File: config.mk
export PLATFORM = sky130hd
export DESIGN_NAME = wb_writer
export DESIGN_NICKNAME = d
export VERILOG_FILES = /design/src/rtl/wb_writer.sv
export SDC_FILE = /design/constraint.sdc
export NUM_CORES = 1
export LEC_CHECK = 0
export CAP_MARGIN = 20
export CORE_AREA = 2 2 85 87
export CTS_CLUSTER_SIZE = 8
export DETAILED_ROUTE_END_ITERATION = 7
export DIE_AREA = 0 0 87 89
export PLACE_DENSITY = 0.83
export SYNTH_ARGS = -nofsm -noshare
export SYNTH_HDL_FRONTEND = slang
export SYNTH_SLANG_ARGS = --single-unit
File: constraint.sdc
create_clock -name clk -period 1.75 [get_ports clk]
set_input_delay 0.4375 -clock clk [delete_from_list [all_inputs] [get_ports clk]]
set_output_delay 0.4375 -clock clk [all_outputs]
set_load 0.01 [all_outputs]
File: src/rtl/wb_writer.sv
// wb_writer: write-back stage register and load-completion unit.
// Drives the regfile write port, waits on the data-memory response for loads,
// and aligns/extends the returned big-endian word. Requests a stall while a
// load response is outstanding.
// Optional: define WB_LOAD_TIMEOUT_EN to abort a load after TIMEOUT WAIT cycles.
module wb_writer #(
    parameter int unsigned TIMEOUT = 255,
    parameter int unsigned TO_W    = 8
) (
    input  logic        clk,
    input  logic        rst,
    input  logic        stall_i,
    input  logic        flush_i,
    input  logic        mem_wreg_i,
    input  logic [4:0]  mem_wd_i,
    input  logic [31:0] mem_wdata_i,
    input  logic        mem_load_i,
    input  logic [2:0]  mem_ltype_i,
    input  logic [1:0]  mem_lsb_i,
    input  logic        dresp_valid_i,
    input  logic [31:0] dresp_data_i,
    output logic        wb_we_o,
    output logic [4:0]  wb_waddr_o,
    output logic [31:0] wb_wdata_o,
    output logic        stallreq_o,
    output logic        misalign_o,
    output logic        timeout_o
);

    localparam logic [2:0] LT_LB  = 3'd0;
    localparam logic [2:0] LT_LBU = 3'd1;
    localparam logic [2:0] LT_LH  = 3'd2;
    localparam logic [2:0] LT_LHU = 3'd3;

    typedef enum logic {S_IDLE, S_WAIT} state_t;

    state_t      state, state_nxt;
    logic        we_nxt, misalign_nxt, timeout_nxt;
    logic [4:0]  waddr_nxt;
    logic [31:0] wdata_nxt;
    logic [4:0]  ld_wd, ld_wd_nxt;
    logic [2:0]  ld_type, ld_type_nxt;
    logic [1:0]  ld_lsb, ld_lsb_nxt;

`ifdef WB_LOAD_TIMEOUT_EN
    logic [TO_W-1:0] cnt, cnt_nxt;
`endif

    // Reject a counter that cannot hold TIMEOUT.
    if (TIMEOUT >= (1 << TO_W)) begin : g_bad_timeout_cfg
        $error("wb_writer: TIMEOUT does not fit in TO_W bits");
    end

    // Halfword and word loads must be naturally aligned.
    function automatic logic is_misaligned(input logic [2:0] lt, input logic [1:0] lsb);
        logic r;
        r = 1'b0;
        if (lt == LT_LH || lt == LT_LHU)      r = lsb[0];
        else if (lt != LT_LB && lt != LT_LBU) r = (lsb != 2'd0);
        return r;
    endfunction

    // Big-endian lane select plus sign/zero extension.
    function automatic logic [31:0] align(input logic [2:0] lt, input logic [1:0] lsb,
                                          input logic [31:0] d);
        logic [7:0]  b;
        logic [15:0] h;
        logic [31:0] r;
        case (lsb)
            2'd0:    b = d[31:24];
            2'd1:    b = d[23:16];
            2'd2:    b = d[15:8];
            default: b = d[7:0];
        endcase
        h = lsb[1] ? d[15:0] : d[31:16];
        case (lt)
            LT_LB:   r = {{24{b[7]}}, b};
            LT_LBU:  r = {24'd0, b};
            LT_LH:   r = {{16{h[15]}}, h};
            LT_LHU:  r = {16'd0, h};
            default: r = d;
        endcase
        return r;
    endfunction

    // State, latched load info and registered outputs.
    always_ff @(posedge clk) begin
        if (rst) begin
            state      <= S_IDLE;
            wb_we_o    <= 1'b0;
            wb_waddr_o <= 5'd0;
            wb_wdata_o <= 32'd0;
            misalign_o <= 1'b0;
            timeout_o  <= 1'b0;
            ld_wd      <= 5'd0;
            ld_type    <= 3'd0;
            ld_lsb     <= 2'd0;
`ifdef WB_LOAD_TIMEOUT_EN
            cnt        <= '0;
`endif
        end else begin
            state      <= state_nxt;
            wb_we_o    <= we_nxt;
            wb_waddr_o <= waddr_nxt;
            wb_wdata_o <= wdata_nxt;
            misalign_o <= misalign_nxt;
            timeout_o  <= timeout_nxt;
            ld_wd      <= ld_wd_nxt;
            ld_type    <= ld_type_nxt;
            ld_lsb     <= ld_lsb_nxt;
`ifdef WB_LOAD_TIMEOUT_EN
            cnt        <= cnt_nxt;
`endif
        end
    end

    // Next-state and next-output decode.
    always_comb begin
        state_nxt    = state;
        we_nxt       = 1'b0;
        waddr_nxt    = wb_waddr_o;
        wdata_nxt    = wb_wdata_o;
        misalign_nxt = 1'b0;
        timeout_nxt  = 1'b0;
        ld_wd_nxt    = ld_wd;
        ld_type_nxt  = ld_type;
        ld_lsb_nxt   = ld_lsb;
`ifdef WB_LOAD_TIMEOUT_EN
        cnt_nxt      = cnt;
`endif
        case (state)
            S_IDLE: begin
                if (!(flush_i || stall_i)) begin
                    if (!mem_load_i) begin
                        we_nxt    = mem_wreg_i;
                        waddr_nxt = mem_wd_i;
                        wdata_nxt = mem_wdata_i;
                    end else if (mem_wreg_i) begin
                        ld_wd_nxt   = mem_wd_i;
                        ld_type_nxt = mem_ltype_i;
                        ld_lsb_nxt  = mem_lsb_i;
                        if (is_misaligned(mem_ltype_i, mem_lsb_i)) begin
                            misalign_nxt = 1'b1;
                        end else begin
                            state_nxt = S_WAIT;
`ifdef WB_LOAD_TIMEOUT_EN
                            cnt_nxt   = '0;
`endif
                        end
                    end
                end
            end
            S_WAIT: begin
                if (flush_i) begin
                    state_nxt = S_IDLE;
                end else if (dresp_valid_i) begin
                    we_nxt    = 1'b1;
                    waddr_nxt = ld_wd;
                    wdata_nxt = align(ld_type, ld_lsb, dresp_data_i);
                    state_nxt = S_IDLE;
                end
`ifdef WB_LOAD_TIMEOUT_EN
                else if (cnt == TO_W'(TIMEOUT - 1)) begin
                    state_nxt   = S_IDLE;
                    timeout_nxt = 1'b1;
                end else begin
                    cnt_nxt = cnt + TO_W'(1);
                end
`endif
            end
            default: state_nxt = S_IDLE;
        endcase
    end

    assign stallreq_o = (state == S_WAIT);

endmodule
==> metrics.txt <==
CP max stage delay 0.43 ns; Synth area leaders dfxtp_1, mux2i_1, o21ai_1, nand2_1, a21oi_1; Yosys top cell area share 37.47%; total gr overflow 0; Layout area overhead 60.80%; crit path DAT 1.91 ns; max_cap viols 0; startpoint types primary input; fin nets 560; clk_lat worst skew 0.31 ns; grt met3 use 7.387%; CTS tree built; VDD IR max 0.3918 mV; Antenna diodes 0; I/O Pins 122; Initial Utilization 39.76%; initial antenna violation count 0; gr usage total 23.71%; Setup violations, final 0; Reg-to-Reg Start stallreq_o$_SDFF_PP0_; Num CTS Buffers 5; Hold WC Path Type flip-flop to flip-flop; FF-to-FF path depth 7; most frequent cell after synthesis nand2_1; largest family of logic cells by synthesized area compound AO/OA/AOI/OAI gates; DRC viols 0; min cycle time layout 1.707 ns; DP HPWL 6.670 mm; FP Rows 30; met1 GRT Util 26.87%; slowest cell on the critical path clkdlybuf4s50_1; R2R Setup Slk 0.11 ns; Yosys top cell by area dfxtp_1; unrepaired setup endpoints after global routing true; ratio of cells with drive above 1 in the final layout 12.92%; final hold violations 0; achievable frequency 0.5859 GHz; vias in the first global route 3020; worst setup slack after layout 0.04319 ns; Sum Neg Setup Slack 0 ns; post-synthesis net count 430; Simple-Gate Fraction of Synth Area 18.13%; minimum hold slack 0.4494 ns; P per Cell Area 596.2 mW/mm^2; H-Tree Depth 2; Hold Path Depth 2; EDFF count, synth 0; Synth cell types 40; post-route ant nets 0; Hold-fix buffers, CTS 0; pin count of the biggest net entering global routing 47; Multi-input gate area 0.001559 sq mm; DP Cell Count 548; Finished Layout Cells 560; outcome completed; critical-path cell list clkdlybuf4s50_1 > mux2_4 > nor3b_4 > o41ai_4 > buf_12 > a21oi_1 > o21ai_1; WL/cell 16.34 microns; Final Max Slew Viols 0; GPL Wtd Cong 0.8312; detailed router's first-iteration violation count 192; clock sink total 50; DR vias 3087; global-route wire length before repair 14.35 mm; final worst-path cycle share 97.53%; final WL 9.152 mm; vias per cell 5.513; Critical Path Sink Type flip-flop; mux contribution to synthesized area 9.649%; Storage cell area 0.001006 sq mm; worst r2r dst wb_wdata_o[21]$_SDFFE_PP0P_; syn avg cell area 7.654 sq um; Synth top cells by count nand2_1, dfxtp_1, o21ai_1, a21oi_1, nor2_1; Max clock buf depth 2; die width 87 microns; static leakage 0.001620 uW; iteration count of the initial detailed-routing pass 5; synthesized area 0.002671 sq mm; Bufs and invs on worst path 2; WP data required 1.96 ns; Placement Setup Slack -0.5264 ns; peak fanout along the critical path 16; worst clock skew 0.01122 ns; die outline height 89 microns; complex-gate fraction of the synthesized area 28.48%; GRT busiest layer met2; Mapped Cells 349; synth warn 0; port buffer count 120; Post-Synth Adder-Cell Area 0%; met2 global-route usage 41.85%; Top FF cell, synth dfxtp_1; sequential area share after synthesis 37.47%; Setup CP Type primary input to flip-flop; CTS root buf clkbuf_8; Overall Power 2561 uW; asr flop ratio synth 0%; crit-path leading delay family buffers and inverters; Fillers 554; Yosys reg bits 50; core footprint 0.006719 sq mm; XOR/XNOR Fraction of Synth Area 0%; clk slew on worst S/H paths 0.09 ns; Hold Startpoint wb_wdata_o[20]$_SDFFE_PP0P_; Hold EP wb_wdata_o[20]$_SDFFE_PP0P_; full die area 0.007743 sq mm
## worst max-delay path by stage
| stage | endpoint | cells after the start | slack [ns] | startpoint |
|---|---|---|---|---|
| after floorplan | wb_wdata_o[19]$_SDFFE_PP0P_ | 8 | 0.09 | stallreq_o$_SDFF_PP0_ |
| after global placement | wb_wdata_o[29]$_SDFFE_PP0P_ | 6 | -0.47 | dresp_data_i[23] |
| after detailed placement | wb_wdata_o[23]$_SDFFE_PP0P_ | 6 | -0.53 | dresp_data_i[23] |
| after CTS | wb_wdata_o[7]$_SDFFE_PP0P_ | 7 | 0.003 | dresp_data_i[23] |
| after global routing | wb_wdata_o[7]$_SDFFE_PP0P_ | 7 | 0.002 | dresp_data_i[31] |
| final | wb_wdata_o[23]$_SDFFE_PP0P_ | 7 | 0.04 | dresp_data_i[7] |
## worst reg2reg max path, cell delays in order (launching register included)
cell	delay, ns
dfxtp_2	0.33
or3_4	0.38
and2_4	0.17
nor3_4	0.18
buf_6	0.16
buf_16	0.13
o21ai_1	0.06
o21ai_1	0.16
## report_power, final
| group | total (uW) | switching (uW) | internal [uW] |
|---|---|---|---|
| registers | 1200 | 24.5 | 1180 |
| logic | 548 | 222 | 325 |
| clock network | 811 | 390 | 421 |
| total | 2560 | 637 | 1920 |
## metrics by stage
step | utilization [%] | area, sq um
final | 63.93 | 4295
after global routing | 63.93 | 4295
after CTS | 63.02 | 4234
after detailed placement | 60.43 | 4060
after global placement | 60.43 | 4060
after floorplan | - | 2671
## cells in the final DEF, fill, tap and decap left out, types with 2 or more instances in the layout
cell type,n
dfxtp_1,46
a211oi_1,6
o22ai_1,6
buf_6,3
o21ai_1,44
nand2_1,53
nor2_1,37
dfxtp_2,4
nor3_1,2
nor2b_1,6
a22oi_1,3
buf_12,4
clkinv_2,2
dlygate4sd2_1,3
o21ai_0,25
buf_4,23
clkdlybuf4s50_1,116
clkbuf_8,5
nand2b_1,2
o211ai_1,3
mux2_4,2
a21oi_2,2
mux2i_1,21
a21oi_1,36
## registers in the layout (all words and copies together) (netlist names)
name	count
misalign_o	1
stallreq_o	1
ld_type	3
wb_wdata_o	32
wb_waddr_o	5
ld_lsb	2
ld_wd	5
wb_we_o	1
## cells by family after synthesis
| family | Yosys count |
|---|---|
| compound gates | 133 |
| simple gates | 110 |
| flops | 50 |
| other cells | 1 |
| buf+inv | 30 |
| mux | 25 |
## routing by layer
| metal | routed length [microns] | share of wire, % |
|---|---|---|
| met1 | 3559 | 39 |
| met2 | 4409 | 48 |
| met3 | 971 | 11 |
| met4 | 211 | 2.3 |
| met5 | 0 | 0 |
## layout make-up
class / count / area share [%]
multi-input combinational: 269 / 36.29
sequential: 50 / 23.42
inverter: 2 / 0.1748
clock inverter: 3 / 0.9321
tap: 80 / 2.330
timing repair buffer: 151 / 35.25
clock buffer: 5 / 1.602
## what timing repair did
action | CTS | global route
resized for setup | 6 | 15
cloned | 1 | 0
pin swaps | 6 | 4
setup buffers | 3 | 0
endpoints found under the setup margin | 24 | 27
Note: power is estimated with default switching activity, not from simulation.
==> patch: new RTL, same flow settings <==
Make the reset (`rst`) asynchronous in one clocked block.
--- a/src/rtl/wb_writer.sv
+++ b/src/rtl/wb_writer.sv
@@ -84,7 +84,7 @@
     endfunction
 
     // State, latched load info and registered outputs.
-    always_ff @(posedge clk) begin
+    always_ff @(posedge clk or posedge rst) begin
         if (rst) begin
             state      <= S_IDLE;
             wb_we_o    <= 1'b0;
Check against the original RTL: differs if rst is asserted again (counterexample within 4 cycles, from zero or initial values and one cycle with rst high); with rst held inactive, the same outputs for 4 cycles.
==> patch against the original RTL <==
  * Hold slack gained 0.039 ns
  * Area after synthesis grew 9.9%
  * Register-to-register slack gained 0.03 ns
  * Routed wire length shrank 2.2%
  * Die area is the same
  * Design area grew 4.4%
  * Count of clock-buffer cells in the layout grew 1
  * Sequential cell count is the same
  * Highest routed layer unchanged
  * Sequential share of layout area grew 4.5 points
  * Critical endpoint is now wb_wdata_o[30]
  * Setup slack lost 0.013 ns
Power is not compared: it rests on default switching activity, and its combinational part moved more than twofold at a synthesized area within 25%.
==> patch: results (changes against the original RTL) <==
reg2reg start=ld_type[1]; Routed met2 length=4530 um (+2.8%); status=completed; Synth Net Count=380 (-12%); sequential share of the synthesized area=42.6% (+5.2 points); pin count of the biggest net entering global routing=51 (+8.5%); wl on met1=3860 um (+8.5%); GP Congestion=0.941 (+13%); Tot GR Track Use=23.6% (-0.078 points); Avg Vias per Cell=5.50 (-0.28%); synth top area cells=dfrtp_1 (43%), mux2_2 (5.4%), mux2i_1 (5.1%); vias in the first global route=2895 (-4.1%); 1st-pass router iterations=4 (-1); Layout Cells excl Fill=513 (-8.4%); Worst path max stage delay=0.41 ns (-0.02 ns); Tmin final=1.72 ns (+0.0131 ns); met1 usage=31.9% (+5.1 points); 1st-iter DRT viols=146 (-24%); Clock Skew=0.00993 ns (-0.00129 ns); Worst Reg2Reg Path Length in Cells=4 (-3); Worst Setup SP=stall_i; syn avg cell area=9.82 um2 (+28%); global routing usage on met3=3.05% (-4.3 points); Synth Area in Compound Gates=25.7% (-2.8 points); dpl ws=-0.284 ns (+0.242 ns); global-route wire length before repair=14300 um (-0.29%); Post-DP HPWL=6940 um (+4.1%); placed cell areas=4380 um2 (+7.8%); met3 routed WL=467 um (-52%); share of layout cells above drive strength 1=21.2% (+8.3 points); met2 GRT Util=41.1% (-0.76 points); r2r endpoint=wb_wdata_o[0]; detailed-route wire length per cell=17.4 um (+6.8%); worst hold slack=0.488 ns (+0.0389 ns); Post-synth top cells=dfrtp_1 (50), nor2_1 (36), a21oi_1 (26), nand2_1 (19), mux2i_1 (15); CP Max Fanout=22 (+6); HP Class=input port to async pin; Yosys cell types=40 (unchanged)
patch: cell types whose count changed in the layout (fill, tap and decap cells not counted), sizes merged, moves of 11 or more:
cell    change
a211oi     +12
dfrtp      +50
dfxtp      -50
mux2       +11
nand2      -35
nor3       +15
o21ai      -47
patch: report_power, final:
group	switching (mW)	internal, mW	leakage (nW)
clock	0.377	0.275	0.0373
sequential	0.182	1.39	0.587
combinational	0.699	0.902	1.18
total	1.26	2.57	1.80
patch: area by class of cell:
cell class	count	area (um2)
multi-input cells	219	1530
well taps	80	100
clock inverters	1	7.51
fillers	527	2240
repair buffers	152	1510
inverters	5	18.8
clock buffers	6	72.6
flip-flops and latches	50	1250
patch: worst min-delay path: stages:
cell and delay (ns):
clkdlybuf4s50_1 0.41, inv_2 0.07, buf_12 0.26
patch: timing repair:
action | in CTS | in global routing
pin swaps | 0 | 1
setup buffers | 0 | 0
setup endpoints to repair | 1 | 13
resized for setup | 1 | 7
